===== config.mk =====
export PLATFORM = sky130hd
export DESIGN_NAME = fetch_unit
export DESIGN_NICKNAME = d
export VERILOG_FILES = /design/src/rtl/fetch_unit.sv
export SDC_FILE = /design/constraint.sdc
export NUM_CORES = 1
export LEC_CHECK = 0
export BUFFER_PORTS_ARGS = -buffer_cell sky130_fd_sc_hd__clkbuf_2
export CAP_MARGIN = 30
export CORE_MARGIN = 2
export CORE_UTILIZATION = 40
export DETAILED_ROUTE_END_ITERATION = 8
export PLACE_DENSITY = 0.64
export SLEW_MARGIN = 20
export SYNTH_ARGS = -nofsm -noshare
export SYNTH_HDL_FRONTEND = slang
export SYNTH_SLANG_ARGS = --single-unit

===== constraint.sdc =====
create_clock -name clk_i -period 2.9 [get_ports clk_i]
set_clock_uncertainty 0.15 [all_clocks]
set_input_delay 0.435 -clock clk_i [delete_from_list [all_inputs] [get_ports clk_i]]
set_output_delay 0.435 -clock clk_i [all_outputs]
set_load 0.05 [all_outputs]

===== src/rtl/fetch_unit.sv =====
// fetch_unit
// Instruction-fetch responder for the CPU control FSM. It owns the program
// counter and reads instruction memory over a req/ack handshake whose
// latency is variable. The fetched word is held for decode/regfile until
// do_next advances the PC, either sequentially or by a branch offset.
//
// Ports
//   clk_i            system clock, rising edge
//   rst_i            asynchronous active-high reset
//   do_fetch_i       start a fetch at pc (only honoured in IDLE)
//   do_next_i        advance pc and release instruction (only in HOLD)
//   do_reset_i       synchronous return to RESET_PC from any state
//   do_halt_i        stop fetching; only reset/do_reset leaves HALTED
//   branch_taken_i   sampled with do_next: add branch_offset instead of 1
//   branch_offset_i  two's-complement pc offset
//   imem_req_o       read request to instruction memory
//   imem_addr_o      read address (equals pc)
//   imem_ack_i       imem_rdata_i valid this cycle
//   imem_rdata_i     memory read data
//   instr_o          latched instruction
//   opcode_o         instruction MSBs
//   pc_o             current program counter
//   fetch_valid_o    instr_o holds the word fetched for the current pc
//   busy_o           fetch in flight
//   fault_o          fetch timed out; sticky until reset/do_reset
module fetch_unit #(
    parameter int                  ADDR_WIDTH  = 8,
    parameter int                  INSTR_WIDTH = 16,
    parameter int                  OPCODE_SIZE = 4,
    parameter logic [ADDR_WIDTH-1:0] RESET_PC  = '0,
    parameter int                  TIMEOUT     = 15
) (
    input  logic                   clk_i,
    input  logic                   rst_i,
    input  logic                   do_fetch_i,
    input  logic                   do_next_i,
    input  logic                   do_reset_i,
    input  logic                   do_halt_i,
    input  logic                   branch_taken_i,
    input  logic [ADDR_WIDTH-1:0]  branch_offset_i,
    output logic                   imem_req_o,
    output logic [ADDR_WIDTH-1:0]  imem_addr_o,
    input  logic                   imem_ack_i,
    input  logic [INSTR_WIDTH-1:0] imem_rdata_i,
    output logic [INSTR_WIDTH-1:0] instr_o,
    output logic [OPCODE_SIZE-1:0] opcode_o,
    output logic [ADDR_WIDTH-1:0]  pc_o,
    output logic                   fetch_valid_o,
    output logic                   busy_o,
    output logic                   fault_o
);

    typedef enum logic [1:0] {
        IDLE   = 2'd0,
        REQ    = 2'd1,
        HOLD   = 2'd2,
        HALTED = 2'd3
    } state_t;

    // Timer value on the last allowed un-acked REQ cycle.
    localparam logic [7:0] TIMER_LAST = 8'(TIMEOUT - 1);

    state_t                   state_q, state_d;
    logic [ADDR_WIDTH-1:0]    pc_q, pc_d;
    logic [INSTR_WIDTH-1:0]   instr_q, instr_d;
    logic                     req_q, req_d;
    logic                     valid_q, valid_d;
    logic                     busy_q, busy_d;
    logic                     fault_q, fault_d;
    logic [7:0]               timer_q, timer_d;

    always_ff @(posedge clk_i or posedge rst_i) begin
        if (rst_i) begin
            state_q <= IDLE;
            pc_q    <= RESET_PC;
            instr_q <= '0;
            req_q   <= 1'b0;
            valid_q <= 1'b0;
            busy_q  <= 1'b0;
            fault_q <= 1'b0;
            timer_q <= '0;
        end else begin
            state_q <= state_d;
            pc_q    <= pc_d;
            instr_q <= instr_d;
            req_q   <= req_d;
            valid_q <= valid_d;
            busy_q  <= busy_d;
            fault_q <= fault_d;
            timer_q <= timer_d;
        end
    end

    always_comb begin
        state_d = state_q;
        pc_d    = pc_q;
        instr_d = instr_q;
        req_d   = req_q;
        valid_d = valid_q;
        busy_d  = busy_q;
        fault_d = fault_q;
        timer_d = timer_q;

        if (do_reset_i) begin
            state_d = IDLE;
            pc_d    = RESET_PC;
            instr_d = '0;
            req_d   = 1'b0;
            valid_d = 1'b0;
            busy_d  = 1'b0;
            fault_d = 1'b0;
            timer_d = '0;
        end else if (do_halt_i) begin
            // Abort any request; instruction, pc and valid flag are kept.
            state_d = HALTED;
            req_d   = 1'b0;
            busy_d  = 1'b0;
        end else begin
            unique case (state_q)
                IDLE: begin
                    if (do_fetch_i) begin
                        state_d = REQ;
                        req_d   = 1'b1;
                        busy_d  = 1'b1;
                        timer_d = '0;
                    end
                end
                REQ: begin
                    if (imem_ack_i) begin
                        state_d = HOLD;
                        instr_d = imem_rdata_i;
                        req_d   = 1'b0;
                        busy_d  = 1'b0;
                        valid_d = 1'b1;
                    end else if (timer_q == TIMER_LAST) begin
                        state_d = HALTED;
                        req_d   = 1'b0;
                        busy_d  = 1'b0;
                        fault_d = 1'b1;
                    end else begin
                        timer_d = timer_q + 8'd1;
                    end
                end
                HOLD: begin
                    // do_next takes precedence; a simultaneous do_fetch is dropped
                    // because fetches only start from IDLE.
                    if (do_next_i) begin
                        pc_d    = branch_taken_i ? pc_q + branch_offset_i
                                                 : pc_q + {{(ADDR_WIDTH-1){1'b0}}, 1'b1};
                        valid_d = 1'b0;
                        state_d = IDLE;
                    end
                end
                HALTED: begin
                end
                default: state_d = IDLE;
            endcase
        end
    end

    assign imem_req_o    = req_q;
    assign imem_addr_o   = pc_q;
    assign instr_o       = instr_q;
    assign opcode_o      = instr_q[INSTR_WIDTH-1 -: OPCODE_SIZE];
    assign pc_o          = pc_q;
    assign fetch_valid_o = valid_q;
    assign busy_o        = busy_q;
    assign fault_o       = fault_q;

endmodule


# [After elaboration in Yosys (flattened, before gate mapping)]
# Index checks and enable logic that the tools add are counted.
[word_totals] register_bits=37 latch_bits=0 ram_bits=0 rom_bits=0 in_bits=32 output_inout_bits=40 wordCells=78 mem_count=0
[classes] addsub=3 multipliers=0 n_div=0 n_lt_le_gt_ge=0 n_eq_ne=13 shift=0 n_mux=38 bitwise_logic=0 n_reduce_logical=17
[ops] operator="8-bit 2-to-1 mux" n=10
[ops] operator="16-bit 2-to-1 mux" n=4
[ops] operator="8-bit by 1-bit adder with 8-bit output, second input constant" n=2
[ops] operator="8-bit case mux with 2 select lines" n=1
[ops] operator="3-bit != test, second input constant" n=5
[ops] operator="1-bit 2-to-1 mux" n=14
[ops] operator="2-bit 2-to-1 mux" n=6
[ops] operator="4-bit AND reduction" n=3
[ops] operator="2-bit nonzero test" n=5
[ops] operator="3-bit AND reduction" n=3
[ops] operator="8-bit adder" n=1
[ops] operator="8-bit by 4-bit == test with 1-bit output, second input constant" n=1
[ops] operator="4-bit != test, second input constant" n=2
[ops] operator="2-bit case mux with 3 select lines" n=1
[ops] operator="3-bit nonzero test" n=2
[ops] operator="5-bit != test, second input constant" n=1
[ops] operator="5-bit AND reduction" n=1
[ops] operator="5-bit nonzero test" n=1
[ops] operator="2-bit != test, second input constant" n=2
[ops] operator="1-bit case mux with 2 select lines" n=2
[ops] operator="4-bit nonzero test" n=1
[ops] operator="2-bit by 1-bit == test with 1-bit output, second input constant" n=1
[ops] operator="2-bit == test, second input constant" n=1
[ops] operator="2-bit zero test" n=1

# [Depth between registers and ports, before layout]
# Gate-level depths: netlist (run 1).
[logic_depth] word_depth=6 mapped_depth=8 depth_no_buf=8

# [Least setup slack after synthesis (run 1)]
# No wires, ideal clock.
[synth_path] path_type="register -> register" from="reg pc_q[1] (netlist: imem_addr_o[1])" to="reg pc_q[7] (netlist: imem_addr_o[7])" setup_ns=0.125 t_arrival_ns=2.073 path_slack_ns=0.552 stages_incl_launch_ff=7 period_less_slack_ns=2.348 cell_sequence="dfrtp_1 > ha_1 > a211oi_1 > o211ai_1 > nand3_1 > nor3b_1 > mux2_2"
[synth_via] elab_chain_cells=6 word_cells_on_any_way=7 cone_classes="2 x add/sub; 5 x mux"
[synth_rtl] element="start, declared" line="64" source="logic [ADDR_WIDTH-1:0] pc_q, pc_d;"
[synth_rtl] element="start signal, assigned" line="84" source="pc_q <= pc_d;"
[synth_rtl] element="8-bit by 1-bit adder with 8-bit output or 8-bit adder (tied branches)" line="149, 148"
[synth_rtl] element="8-bit 2-to-1 mux *" line="148" source="pc_d = branch_taken_i ? pc_q + branch_offset_i"
[synth_rtl] element="8-bit 2-to-1 mux *" line="147" source="if (do_next_i) begin"
[synth_rtl] element="8-bit 2-to-1 mux *" line="119" source="unique case (state_q)"
[synth_rtl] element="8-bit 2-to-1 mux *" line="113" source="end else if (do_halt_i) begin"
[synth_rtl] element="8-bit 2-to-1 mux *" line="104" source="if (do_reset_i) begin"
# Mark *: on every way between the ends. The rest lies on a longest branch, timed or not. The select of a mux whose other input is x is not followed.
# A chain may end at the register's enable or synchronous reset.

# [Final worst setup path (run 1)]
[layout_path] from="reg pc_q[0] (netlist: imem_addr_o[0])" to="reg pc_q[6] (netlist: imem_addr_o[6])"
# The elaborated chain is that of the path after synthesis.

==> results of run 1 <==
-- routing by layer --
metal / up-vias / GRT usage, % / share of wire (%)
met5: - / 0 / 0
met4: 0 / 4.91 / 0.68
met3: 4 / 3.81 / 5.7
met2: 54 / 25.2 / 49
met1: 858 / 22.2 / 45
li1: 864 / - / -
-- metrics by stage --
step | utilization [%] | setup WS [ns] | hold slack (ns) | cells
2_1_floorplan | - | 0.552 | 0.317 | 204
3_3_place_gp | 47.7 | 0.461 | 0.318 | 330
3_5_place_dp | 47.8 | 0.415 | 0.334 | 331
4_1_cts | 50.2 | 0.688 | 0.100 | 339
5_1_grt | 50.2 | 0.467 | 0.148 | 339
6_report | 50.2 | 0.670 | 0.0827 | 339
-- Yosys cell counts (2+ instances only) --
master                      n
sky130_fd_sc_hd__buf_4     14
sky130_fd_sc_hd__a211oi_1   3
sky130_fd_sc_hd__nor2b_1    3
sky130_fd_sc_hd__and2_1     8
sky130_fd_sc_hd__buf_2      2
sky130_fd_sc_hd__dfrtp_1   37
sky130_fd_sc_hd__or4_1      2
sky130_fd_sc_hd__nand3_1    9
sky130_fd_sc_hd__nor2_1    13
sky130_fd_sc_hd__nand2b_1   2
sky130_fd_sc_hd__a21o_1     3
sky130_fd_sc_hd__inv_1      5
sky130_fd_sc_hd__a211o_1    2
sky130_fd_sc_hd__a31oi_1    2
sky130_fd_sc_hd__nand3b_1   3
sky130_fd_sc_hd__o21ai_0   13
sky130_fd_sc_hd__o211ai_1   3
sky130_fd_sc_hd__a22o_1    16
sky130_fd_sc_hd__o21bai_1   2
sky130_fd_sc_hd__nand4b_1   3
sky130_fd_sc_hd__ha_1       9
sky130_fd_sc_hd__a21oi_1   10
sky130_fd_sc_hd__nand2_1   14
sky130_fd_sc_hd__and2b_1    2
sky130_fd_sc_hd__o31ai_1    4
-- final cells by class --
class / instances / share of cell area (%)
inverters: 5 / 0.741
flip-flops and latches: 37 / 36.6
clock buffers: 6 / 3.26
multi-input cells: 144 / 39.3
repair buffers: 75 / 15.2
well taps: 70 / 3.46
clock inverters: 2 / 1.48
-- kinds of logic (layout without fill, tap and decap cells) --
logic type	after synthesis	after routing	synth area share, %
and+or+nand+nor	68	68	18.1
AOI/OAI and AO/OA	64	64	22.6
DFF	37	37	44.7
buffers and inverters	23	88	7.19
adders and majority gates	10	10	6.41
xor gates and xnor gates	1	1	0.423
muxes	1	1	0.544
-- sequential cells by signal, summed over array words and instances (netlist names) --
name,flops
fault_o,1
timer_q,8
fetch_valid_o,1
instr_o,16
state_q,2
busy_o,1
imem_addr_o,8
-- critical path: stages, from the launching register on --
cell and delay, ns:
sky130_fd_sc_hd__dfrtp_1 0.42, sky130_fd_sc_hd__ha_1 0.25, sky130_fd_sc_hd__fa_1 0.43, sky130_fd_sc_hd__a211oi_1 0.33, sky130_fd_sc_hd__o21bai_1 0.12, sky130_fd_sc_hd__a21oi_1 0.22, sky130_fd_sc_hd__or4_1 0.14, sky130_fd_sc_hd__nand3_1 0.06
-- power by group through the flow --
stage | registers (mW) | logic [mW] | clock network, mW
final | 0.540 | 0.174 | 0.470
after global placement | 0.549 | 0.174 | 0
after CTS | 0.539 | 0.176 | 0.483
after detailed placement | 0.550 | 0.176 | 0
after global routing | 0.541 | 0.190 | 0.511
after floorplan | 0.579 | 0.0963 | 0
-- worst min-delay path by stage --
stage / start / end / slack [ns] / depth (start not counted)
2_1_floorplan: timer_q[7] / timer_q[7] / 0.32 / 1
3_3_place_gp: fetch_valid_o / fetch_valid_o / 0.32 / 1
3_5_place_dp: fetch_valid_o / fetch_valid_o / 0.33 / 1
4_1_cts: rst_i / imem_addr_o[7] / 0.10 / 3
5_1_grt: rst_i / timer_q[4] / 0.15 / 3
6_report: rst_i / instr_o[9] / 0.08 / 3
==> impl_results.md, run 1 <==
* Deepest level of the CTS H-tree at 2
* Horizontal die dimension at between 70 and 80 um
* Critical Path Source: imem_addr_o[0]
* Result of the run: completed
* Post-route clock period utilization at approximately three quarters
* Arrival time reported for the critical path endpoint at 2.26 ns
* Pwr Density at roughly 470 nW/um2
* Reg-to-reg setup timing slack at approximately 0.67 ns
* CTS hold repair buffers at 0
* Setup-violating endpoint count in the final report at 0
* Inserted Clock Buffers at 5
* Final Cell Area at approximately 2500 um2
* Reg area at ~930 um2
* Transition at the pin with the smallest max-transition slack at ~0.74 ns
* Number of warnings reported in the yosys synthesis log at 0
* Post-detailed-placement half-perimeter wirelength at ~3300 um
* Crit start category: flop
* Seq cells post-synth at 37
* Total Die Area at roughly 5800 um2
* TritonCTS sink count at 37
* Layout area overhead at 22.4%
* Ratio of routed vias to standard cells at around 5.3
* Pwr Total at around 1.2 mW
* RSZ-0062 raised after global routing: false
* Number of global-route vias before repair at roughly 1600
* Layout cell share with drive strength beyond 1 at ~33%
* FFs w/ async S/R, synth at 100%
* Final antenna-violating net count at 0
* Max-capacitance violation count at 0
* Number of iterations in the first detailed-routing pass at 4
* Power share of the clock group at about 40%
* Critical Path RT at 2.93 ns
* Congestion Overflow GR at 0
* Power share of the combinational group at 14.7%
* Routability cong. at about 0.86
* Buffer cell driving the clock tree root: sky130_fd_sc_hd__clkbuf_8
* CTS tree: built
* PostCTS Resize Cnt at 0
* Reg2reg path depth at 7
* Maximum number of pins on one net before global-route repair at 38
* Layout filler cell count at 480
* Count of port buffers added during placement at 71
* End of the worst register-to-register path: imem_addr_o[6]
* Area of placed instances at between 2000 and 2500 um2
* Clock Path Buffers at 2
* CTS clk-pin slew, worst paths at approximately 0.08 ns
* Switching power total at about 320 uW
* Post-synthesis sequential area ratio at 44.7%
* Largest vdd supply drop at between 0.0002 and 0.00025 V
* Count of flip-flops with a built-in enable after synthesis at 0
* Static leakage at between 1 and 1.5 nW
* DRT Wirelength at between 4000 and 5000 um
* Wire length per cell after detailed routing at approximately 13 um
* Switching portion of total power at 27.0%
* Average footprint of a synthesized cell at ~10 um2
* Most frequent standard cell in the layout excluding fill and tap cells: sky130_fd_sc_hd__clkbuf_2
* Total count of max-transition violations in the final report at 0
* Nets@finish at 310
* Row count at 26
* Vias after detailed routing at about 1800
* Post-synthesis cell type with the largest combined area: sky130_fd_sc_hd__dfrtp_1
* Setup fix buffers added after clock tree synthesis at 0
* Critical setup path kind: flop to flop
* Initial cell density of the core at between 40 and 50%
* Distinct cell type count of the synthesized netlist at 45
* Placeable core region at approximately 5000 um2
* Antenna cell count at 0
* Reg2reg start: imem_addr_o[0]
* Chip height at 75.9 um
* Worst min-delay path class: input pin to asynchronous set/reset pin
* Proportion of power drawn by flip-flops and latches at between 40% and 50%
* FMAX at around 450 MHz
* 1st-iter DRT viols at 140
* Global routing usage summed across all routing layers at about 16%
* Crit path capture: imem_addr_o[6]
* Primary FF master, synth: sky130_fd_sc_hd__dfrtp_1
* Setup TNS at 0 ns
* DRC violations left at 0
* Minimum clock period after layout at about 2.2 ns
* First-pass GRT wire length at ~7600 um
* Gate Count Post-Synth at about 200
* Num ports at 72
* Final hold violations at 0
* Internal power at about 860 uW
* Syn Std Cell Area at slightly above 2000 um2
* Number of nets in the synthesized netlist at between 200 and 250
* Multi-input combinational cell area at slightly below 1000 um2
* Headroom to the max-slew limit at a little over 50%
* Initial antenna violation count at 0
* Portion of synthesized cell area occupied by the leading cell type at approximately 45%
* Element type at the critical path end: flop
* Most used cells in the layout excluding fill and tap cells: sky130_fd_sc_hd__clkbuf_2, sky130_fd_sc_hd__dfrtp_1, sky130_fd_sc_hd__a22o_1
* Worst skew pair latency at 0.29 ns
* Peak fanout along the critical path at 4
* Largest cells by area after synthesis: sky130_fd_sc_hd__dfrtp_1, sky130_fd_sc_hd__a22o_1, sky130_fd_sc_hd__ha_1
(Power assumes the default switching activity.)
==> run 2, diff against run 1 <==
--- a/config.mk
+++ b/config.mk
@@ -10,7 +10,7 @@
 export CORE_MARGIN = 2
 export CORE_UTILIZATION = 40
 export DETAILED_ROUTE_END_ITERATION = 8
-export PLACE_DENSITY = 0.64
+export PLACE_DENSITY = 0.67
 export SLEW_MARGIN = 20
 export SYNTH_ARGS = -nofsm -noshare
 export SYNTH_HDL_FRONTEND = slang
==> constraint.sdc (replaced) <==
create_clock -name clk_i -period 2 [get_ports clk_i]
set_clock_uncertainty 0.15 [all_clocks]
set_input_delay 0.3 -clock clk_i [delete_from_list [all_inputs] [get_ports clk_i]]
set_output_delay 0.3 -clock clk_i [all_outputs]
set_load 0.05 [all_outputs]
==> impl_results.md, run 2 (synthesis results as in run 1) <==
* Result of the run: completed
* Row count at 26
* Peak fanout along the critical path at 5
* Wire length per cell after detailed routing at around 13 um
* Num ports at between 70 and 80
* Element type at the critical path end: flop
* Critical Path RT at ~2.0 ns
* Routability cong. at about 0.83
* Area of placed instances at around 2700 um2
* Most used cells in the layout excluding fill and tap cells: sky130_fd_sc_hd__clkbuf_2, sky130_fd_sc_hd__buf_4, sky130_fd_sc_hd__dfrtp_1
* Power share of the clock group at approximately 37%
* Flip-flop count of the largest register, all copies and words added at 16
* Post-route clock period utilization at between 90 and 100%
* DRT Wirelength at 5000 um
* Buffer cell driving the clock tree root: sky130_fd_sc_hd__clkbuf_8
* Largest vdd supply drop at 0.000388 V
* Crit path capture: timer_q[5]
* Layout area overhead at 39.4%
* Max-capacitance violation count at 0
* End of the worst register-to-register path: timer_q[5]
* Chip height at around 76 um
* Layout filler cell count at 446
* Initial cell density of the core at 41.0%
* Number of global-route vias before repair at roughly 1800
* CTS clk-pin slew, worst paths at ~0.070 ns
* Reg-to-reg setup timing slack at 0.006 ns
* Setup-violating endpoint count in the final report at 0
* Nets@finish at around 340
* Reg2reg start: timer_q[0]
* Critical setup path kind: flop to flop
* Vias after detailed routing at roughly 1900
* Pwr Density at between 500 and 600 nW/um2
* Final core utilization at between 50% and 60%
* Wl on met1 at ~2300 um
* Highest metal layer with signal wires: met4
* RSZ-0062 raised after global routing: true
* Power share of the combinational group at 17.5%
* Static leakage at 1.46 nW
* Proportion of power drawn by flip-flops and latches at about 45%
* Antenna cell count at 0
* Deepest level of the CTS H-tree at 2
* TritonCTS sink count at 37
* Switching power total at 474 uW
* Worst skew pair latency at 0.29 ns
* Minimum clock period after layout at between 1.5 and 2 ns
* Horizontal die dimension at roughly 76 um
* Inserted Clock Buffers at 5
* Maximum number of pins on one net before global-route repair at 24
* Count of port buffers added during placement at 71
* Total Die Area at slightly below 6000 um2
* Placeable core region at a little over 5000 um2
* First-pass GRT wire length at between 8000 and 9000 um
* Most frequent standard cell in the layout excluding fill and tap cells: sky130_fd_sc_hd__clkbuf_2
* Total count of max-transition violations in the final report at 0
* Congestion Overflow GR at 0
* Ratio of routed vias to standard cells at around 5
* Met3 wire length at between 150 and 200 um
* WL met2 at approximately 2400 um
* Final antenna-violating net count at 0
* Clock Path Buffers at 2
* Number of iterations in the first detailed-routing pass at 4
* 1st-iter DRT viols at 78
* FMAX at around 500 MHz
* Layout cell share with drive strength beyond 1 at a little under half
* Global routing usage summed across all routing layers at 17.9%
* Final Cell Area at 2890 um2
* Worst min-delay path class: input pin to flop
* Initial antenna violation count at 0
* Transition at the pin with the smallest max-transition slack at 0.437 ns
* Internal power at about 1.3 mW
* Switching portion of total power at 27.4%
* Arrival time reported for the critical path endpoint at 2.02 ns
* Headroom to the max-slew limit at between 70 and 80%
* Post-detailed-placement half-perimeter wirelength at between 3000 and 4000 um
* CTS tree: built
* Critical Path Source: timer_q[0]
* Final hold violations at 0
* DRC violations left at 0
* Reg2reg path depth at 8
* Crit start category: flop
-- run 2: critical path, stage by stage, from the launching register on --
cell	delay (ns)
sky130_fd_sc_hd__dfrtp_1	0.38
sky130_fd_sc_hd__inv_1	0.06
sky130_fd_sc_hd__ha_1	0.13
sky130_fd_sc_hd__nand4b_1	0.12
sky130_fd_sc_hd__o41a_1	0.39
sky130_fd_sc_hd__a221oi_4	0.34
sky130_fd_sc_hd__buf_6	0.16
sky130_fd_sc_hd__o21ai_0	0.08
sky130_fd_sc_hd__o41ai_1	0.07
-- run 2: power by group through the flow --
stage	logic [mW]	registers [mW]	clock network (mW)
2_1_floorplan	0.148	0.841	0
3_3_place_gp	0.294	0.796	0
3_5_place_dp	0.296	0.797	0
4_1_cts	0.299	0.783	0.667
5_1_grt	0.331	0.785	0.701
6_report	0.304	0.783	0.645
-- run 2: repair_timing --
action	4_1_cts	5_1_grt
endpoints found under the hold margin	37	0
resized for setup	0	14
setup endpoints to repair	2	27
pin swaps	1	1
setup buffers	0	1
hold buffers	1	0
-- run 2: worst min-delay path by stage --
stage                           from        endpoint  depth (start not counted)
global route        imem_rdata_i[13]     instr_o[13]                          2
floorplan            imem_rdata_i[0]      instr_o[0]                          1
global placement               rst_i  imem_addr_o[0]                          3
finish              imem_rdata_i[14]     instr_o[14]                          2
detailed placement             rst_i          busy_o                          3
CTS                 imem_rdata_i[14]     instr_o[14]                          2
-- run 2: final cells by class --
cell class / count / area [um2] / share of cell area (%)
flip-flops and latches: 37 / 935 / 32.4
clock inverters: 2 / 38.8 / 1.34
well taps: 70 / 87.6 / 3.04
repair buffers: 107 / 648 / 22.5
clock buffers: 6 / 72.6 / 2.52
multi-input cells: 144 / 1080 / 37.6
inverters: 5 / 18.8 / 0.650
-- run 2: per-layer routing --
layer | track usage, % | up-vias
met3 | 4.40 | 8
met4 | 5.82 | 0
met1 | 22.9 | 916
met5 | 0 | -
met2 | 29.9 | 34
li1 | - | 930
-- run 2: stage by stage --
stage | TNS [ns] | total power, mW | setup slack (ns) | cells | hold WS [ns]
global route | -0.609 | 1.82 | -0.113 | 371 | 0.0658
global placement | -0.380 | 1.09 | -0.172 | 361 | 0.184
finish | 0 | 1.73 | 0.00627 | 371 | 0.0693
CTS | -0.00664 | 1.75 | -0.00664 | 370 | 0.0616
floorplan | -0.0376 | 0.989 | -0.0376 | 204 | 0.283
detailed placement | -0.467 | 1.09 | -0.183 | 361 | 0.189
